==> src/rtl/bcd_display_scanner_pkg.sv <==
// bcd_display_scanner_pkg: shared segment patterns and digit indices for the display scanner
package bcd_display_scanner_pkg;
    localparam logic [6:0] SEG_BLANK = 7'h7F;
    localparam logic [6:0] SEG_DASH = 7'h3F;
    localparam logic [5:0] AN_OFF = 6'h3F;
    localparam logic [2:0] IDX_SEC0 = 3'd0;
    localparam logic [2:0] IDX_SEC1 = 3'd1;
    localparam logic [2:0] IDX_MIN0 = 3'd2;
    localparam logic [2:0] IDX_MIN1 = 3'd3;
    localparam logic [2:0] IDX_HOUR0 = 3'd4;
    localparam logic [2:0] IDX_HOUR1 = 3'd5;
    localparam logic [6:0] SEG_TABLE [10] = '{
        7'h40, 7'h79, 7'h24, 7'h30, 7'h19, 7'h12, 7'h02, 7'h78, 7'h00, 7'h10
    };
endpackage

==> src/rtl/bcd_display_scanner_bcd_to_seg7.sv <==
// bcd_to_seg7: BCD digit to active-low {g..a} pattern, dash for non-decimal codes
module bcd_to_seg7
    import bcd_display_scanner_pkg::*;
(
    input  logic [3:0] bcd,
    output logic [6:0] seg
);
    assign seg = (bcd < 4'd10) ? SEG_TABLE[bcd] : SEG_DASH;
endmodule

==> src/rtl/bcd_display_scanner.sv <==
// bcd_display_scanner: frame-snapshotted six-digit 7-segment scanner with per-slot blanking
module bcd_display_scanner
    import bcd_display_scanner_pkg::*;
#(
    parameter int SCAN_DIV = 50000,
    parameter bit BLANK_LZ = 1'b1
) (
    input  logic       CLK,
    input  logic       RESET,
    input  logic [3:0] sec0,
    input  logic [3:0] sec1,
    input  logic [3:0] min0,
    input  logic [3:0] min1,
    input  logic [3:0] hour0,
    input  logic [3:0] hour1,
    output logic [6:0] SEG,
    output logic       DP,
    output logic [5:0] AN
);
    localparam int CW = (SCAN_DIV > 2) ? $clog2(SCAN_DIV) : 1;
    localparam logic [CW-1:0] CNT_LAST = CW'(SCAN_DIV - 1);

    logic [CW-1:0] cnt;
    logic [2:0]    idx;
    logic [23:0]   snap;
    logic          first;
    logic [3:0]    digit;
    logic [6:0]    seg_dec;
    logic          last;
    logic          blank;

    assign digit = snap[{idx, 2'b00} +: 4];
    assign last  = cnt == CNT_LAST;
    // the first cycle of every slot stays dark so the previous digit never ghosts into the next
    assign blank = cnt == '0 || (BLANK_LZ && idx == IDX_HOUR1 && snap[23:20] == 4'd0);

    bcd_to_seg7 u_dec (
        .bcd(digit),
        .seg(seg_dec)
    );

    always_ff @(posedge CLK) begin
        if (RESET) begin
            cnt   <= '0;
            idx   <= IDX_SEC0;
            snap  <= '0;
            first <= 1'b1;
            SEG   <= SEG_BLANK;
            DP    <= 1'b1;
            AN    <= AN_OFF;
        end else begin
            cnt   <= last ? '0 : cnt + 1'b1;
            idx   <= last ? (idx == IDX_HOUR1 ? IDX_SEC0 : idx + 3'd1) : idx;
            first <= 1'b0;
            if (first || (last && idx == IDX_HOUR1))
                snap <= {hour1, hour0, min1, min0, sec1, sec0};
            SEG   <= blank ? SEG_BLANK : seg_dec;
            DP    <= blank ? 1'b1 : !(idx == IDX_MIN0 || idx == IDX_HOUR0);
            AN    <= blank ? AN_OFF : ~(6'b1 << idx);
        end
    end
endmodule

==> config.mk <==
export PLATFORM = sky130hd
export DESIGN_NAME = bcd_display_scanner
export DESIGN_NICKNAME = d
export VERILOG_FILES = /design/src/rtl/bcd_display_scanner_pkg.sv /design/src/rtl/bcd_display_scanner_bcd_to_seg7.sv /design/src/rtl/bcd_display_scanner.sv
export SDC_FILE = /design/constraint.sdc
export NUM_CORES = 1
export LEC_CHECK = 0
export CORE_ASPECT_RATIO = 1.5
export CORE_MARGIN = 3
export CORE_UTILIZATION = 58
export CTS_BUF_LIST = sky130_fd_sc_hd__clkbuf_2 sky130_fd_sc_hd__clkbuf_4 sky130_fd_sc_hd__clkbuf_8
export CTS_CLUSTER_DIAMETER = 100
export CTS_CLUSTER_SIZE = 20
export DETAILED_ROUTE_END_ITERATION = 7
export PLACE_DENSITY = 0.82
export SYNTH_ARGS = -nofsm -noshare
export SYNTH_HDL_FRONTEND = slang
export SYNTH_HIERARCHICAL = 1
export SYNTH_SLANG_ARGS = --single-unit
==> constraint.sdc <==
create_clock -name CLK -period 3.39 [get_ports CLK]
set_clock_uncertainty 0.15 [all_clocks]
set_input_delay 1.017 -clock CLK [delete_from_list [all_inputs] [get_ports CLK]]
set_output_delay 1.017 -clock CLK [all_outputs]
set_load 0.01 [all_outputs]
==> impl.org <==
** Worst setup path
- Worst setup startpoint :: idx[0]
- Slowest cell on the critical path :: dfxtp_1
- The setup check on the worst reg-to-reg path leaves a slack of 0.80 ns.
- For the worst setup path, the data arrival time is 2.66 ns.
- Startpoint Class :: register
- The critical path goes through buf_4 -> mux2i_1 -> o21ai_0 -> inv_1 -> ha_1 -> o21ai_0 -> o21ai_1 -> or2_2.
- Element type at the critical path end :: register
- Along the worst path, the maximum fanout reaches 11.
- Delay contributed by the slowest stage of the critical path :: 0.48 ns
- Critical path's most frequent cell :: o21ai_0
- In this run the critical register-to-register path is launched from idx[0].
- Worst Path Class, Setup :: register to register
- For the worst setup path, the data required time is 3.46 ns.

** Logic synthesis
- Of the post-synthesis cell area, the dominant cell type holds 33.8%.
- Synthesis produced a netlist whose cell count is 400.
- Portion of the post-synthesis area used by sequential elements :: 33.8%
- After synthesis the cells add up to 3440 µm².
- Synth cell count leaders :: nand2_1 (61), dfxtp_1 (58), nor2_1 (44), nand2b_1 (27), a21oi_1 (26)
- Post-synthesis area per instance :: 8.60 µm²
- Total of warnings raised by yosys :: 6
- Yosys instantiated no cell more often than nand2_1.
- Post-synthesis register bit count :: 58
- EDFF count, synth :: 0
- Counting distinct cell types in the post-synthesis netlist gives 43.
- Top_reg_cell synth :: dfxtp_1
- Fraction of registers with async set or reset after synthesis :: 0%
- Synthesis produced a netlist with a net count of 434.
- Area contributors post-synth :: dfxtp_1 (34%), o311ai_2 (11%), nand2_1 (6.7%)
- Post-synth top area cell :: dfxtp_1

** Clock network
- CTS saw 58 sinks.
- Root Driver :: clkbuf_8
- Clock-pin slew was measured on the worst setup and hold paths at 0.06 ns.
- Hold-fix buffers, CTS :: 0
- TritonCTS built the clock tree.
- In this run, CTS created clock tree buffers numbering 9.
- # resized after CTS :: 0
- Number of setup buffers added after CTS :: 0
- CTS HTree Levels :: 3
- For the worst-skew pair, the clock arrives at the later sink with an insertion delay of 0.33 ns.
- The clock passes through at most 2 buffers.

** Die
- Die Ht :: 100 µm
- Number of I/O pins :: 40
- In this run the horizontal extent of the chip is 68.9 µm.
- Placeable core area :: 5620 µm²
- Row generation in the floorplan step produced 33 rows.
- The initial utilization of the core area, before any placement, comes to 61.2%.
- Total die area :: 6910 µm²

** Timing
- Maximum clock frequency :: 386 MHz
- The number of pins with negative max-slew slack in the final report came to 0.
- Total count of hold-check failures in the final report :: 0
- Hold is met by 0.311 ns.
- Setup TNS :: 0 ns
- Setup repair after global routing missed its margin :: false
- The worst path uses 76.4% of the clock period.
- Least-Margin Pin Slew :: 0.909 ns
- In this run the tightest slew margin relative to its limit is 38.7%.
- Across all setup checks in the final design, the least slack found is 0.800 ns.
- Min cycle time layout :: 2.59 ns
- Total setup violations reported at the end of the flow :: 0

** Placement
- The number of placed instances, taps included, is 488.
- Final RePlAce weighted congestion :: 0.794
- In this run the tool buffered the top-level ports with 39 buffer cells.
- Post-Place Setup Slack :: 0.845 ns
- HPWL after detailed placement :: 4.98 mm
- In this run the cell area measured after placement is 3820 µm².

** Hold path
- The min-delay analysis places its worst path in the category register to register.
- Hold Startpoint :: cnt[0]

** Run status
- The run finished with clean final reports.

** Finish
- Area delta synth->final :: 17.6%
- Number of antenna diodes :: 0
- Once layout is complete, the utilization of the core stands at 72.0%.
- Summing all non-filler instances in the final layout gives an area of 4050 µm².
- The final layout contains 463 nets.
- Fraction of layout instances using a drive strength above 1 :: 15.4%
- Layout Cells excl Fill :: 504

** Route
- In this run, the number of DRC markers left after iteration 0 of detailed routing was 178.
- Count of nets left with antenna violations after detail routing :: 0
- The first detailed-routing pass ran for 4 iterations.
- DR WL/cell :: 14.6 µm
- After detailed routing, the number of remaining DRC violations is 0.
- Vias after detailed routing :: 2901
- The routed design has 7.34 mm of wire.
- Via count normalized by instance count :: 5.76

** Global routing
- Total grt overflow :: 0
- Antenna violations before repair :: 0
- The number of global-route vias before repair came to 2763.
- All-layer global routing usage :: 23.5%
- Maximum number of pins on one net before global-route repair :: 52
- The first global-routing pass estimated 12.6 mm of wire.

** Power and ir drop
- Power per unit of standard cell area :: 424 nW/µm²
- Across the VDD grid, the largest voltage drop is 0.564 mV.
- The design draws 1.71 mW.
- For this design the static power due to leakage is 1.40 nW.

** Run
- Max-cap violations in this run came to 0.
[path summary, 6_finish.rpt]
kind | end | cells after the start
setup / recovery | SEG[1] | 8
hold / removal | cnt[0] | 1
setup reg to reg | SEG[1] | 8
hold reg to reg | cnt[0] | 1
[critical path, delay by kind of cell, from the launching register on]
family / cells / cell delay (ns)
buf+inv: 2 / 0.43
simple gates: 1 / 0.29
compound gates: 3 / 0.70
mux: 1 / 0.09
fa+ha+maj: 1 / 0.34
flops: 1 / 0.48
[logic make-up after synthesis]
kind of cell	share of synthesized area, %
AND/OR/NAND/NOR	31.0
buffers and inverters	5.71
adder cells (fa/ha/maj)	2.91
XOR/XNOR	3.82
multiplexers	4.08
flip-flops	33.8
AO/OA/AOI/OAI	18.7
[registers in the layout (all words and copies together), names as in the netlist]
name,count
DP,1
SEG,7
cnt,16
first,1
snap,24
AN,6
idx,3
[layer usage]
| layer | global-route usage (%) | vias up | share of wire (%) |
|---|---|---|---|
| li1 | - | 1450 | - |
| met1 | 28.7 | 1370 | 43 |
| met2 | 39.2 | 64 | 52 |
| met3 | 4.03 | 17 | 3.8 |
| met4 | 10.8 | 0 | 1.9 |
| met5 | 0 | - | 0 |
[report_power, final]
group | switching, mW | internal, mW
registers | 0.0261 | 0.723
clock network | 0.274 | 0.439
logic | 0.116 | 0.136
total | 0.416 | 1.30
[placed cells by master, fill, tap and decap left out, drive strengths merged, types with 2 or more instances in the layout]
master | synthesis | final
o21ai | 10 | 10
xnor2 | 13 | 13
xor2 | 2 | 2
a22oi | 3 | 3
clkdlybuf4s50 | 0 | 38
clkbuf | 17 | 11
a21oi | 26 | 26
nand3 | 6 | 6
and2 | 2 | 2
dfxtp | 58 | 58
a211oi | 2 | 2
nor4 | 7 | 7
bufinv | 0 | 2
clkinv | 0 | 2
inv | 12 | 12
mux2i | 5 | 5
nor3 | 4 | 4
and4 | 3 | 3
nand2 | 61 | 61
nor2 | 44 | 44
nor2b | 6 | 6
ha | 8 | 8
nand4 | 5 | 5
or2 | 7 | 7
nor3b | 24 | 24
nand2b | 27 | 27
buf | 12 | 9
o311ai | 24 | 24
mux4 | 4 | 4
[final cells by class]
class                      count  area, µm²
clock buffer                  11        145
clock inverter                 5       77.6
fill                         464       1570
inverter                      12       45.0
multi-input combinational    301       2080
sequential                    58       1160
tap                           70       87.6
timing repair buffer          47        445
Note: power is estimated with default switching activity, not from simulation.
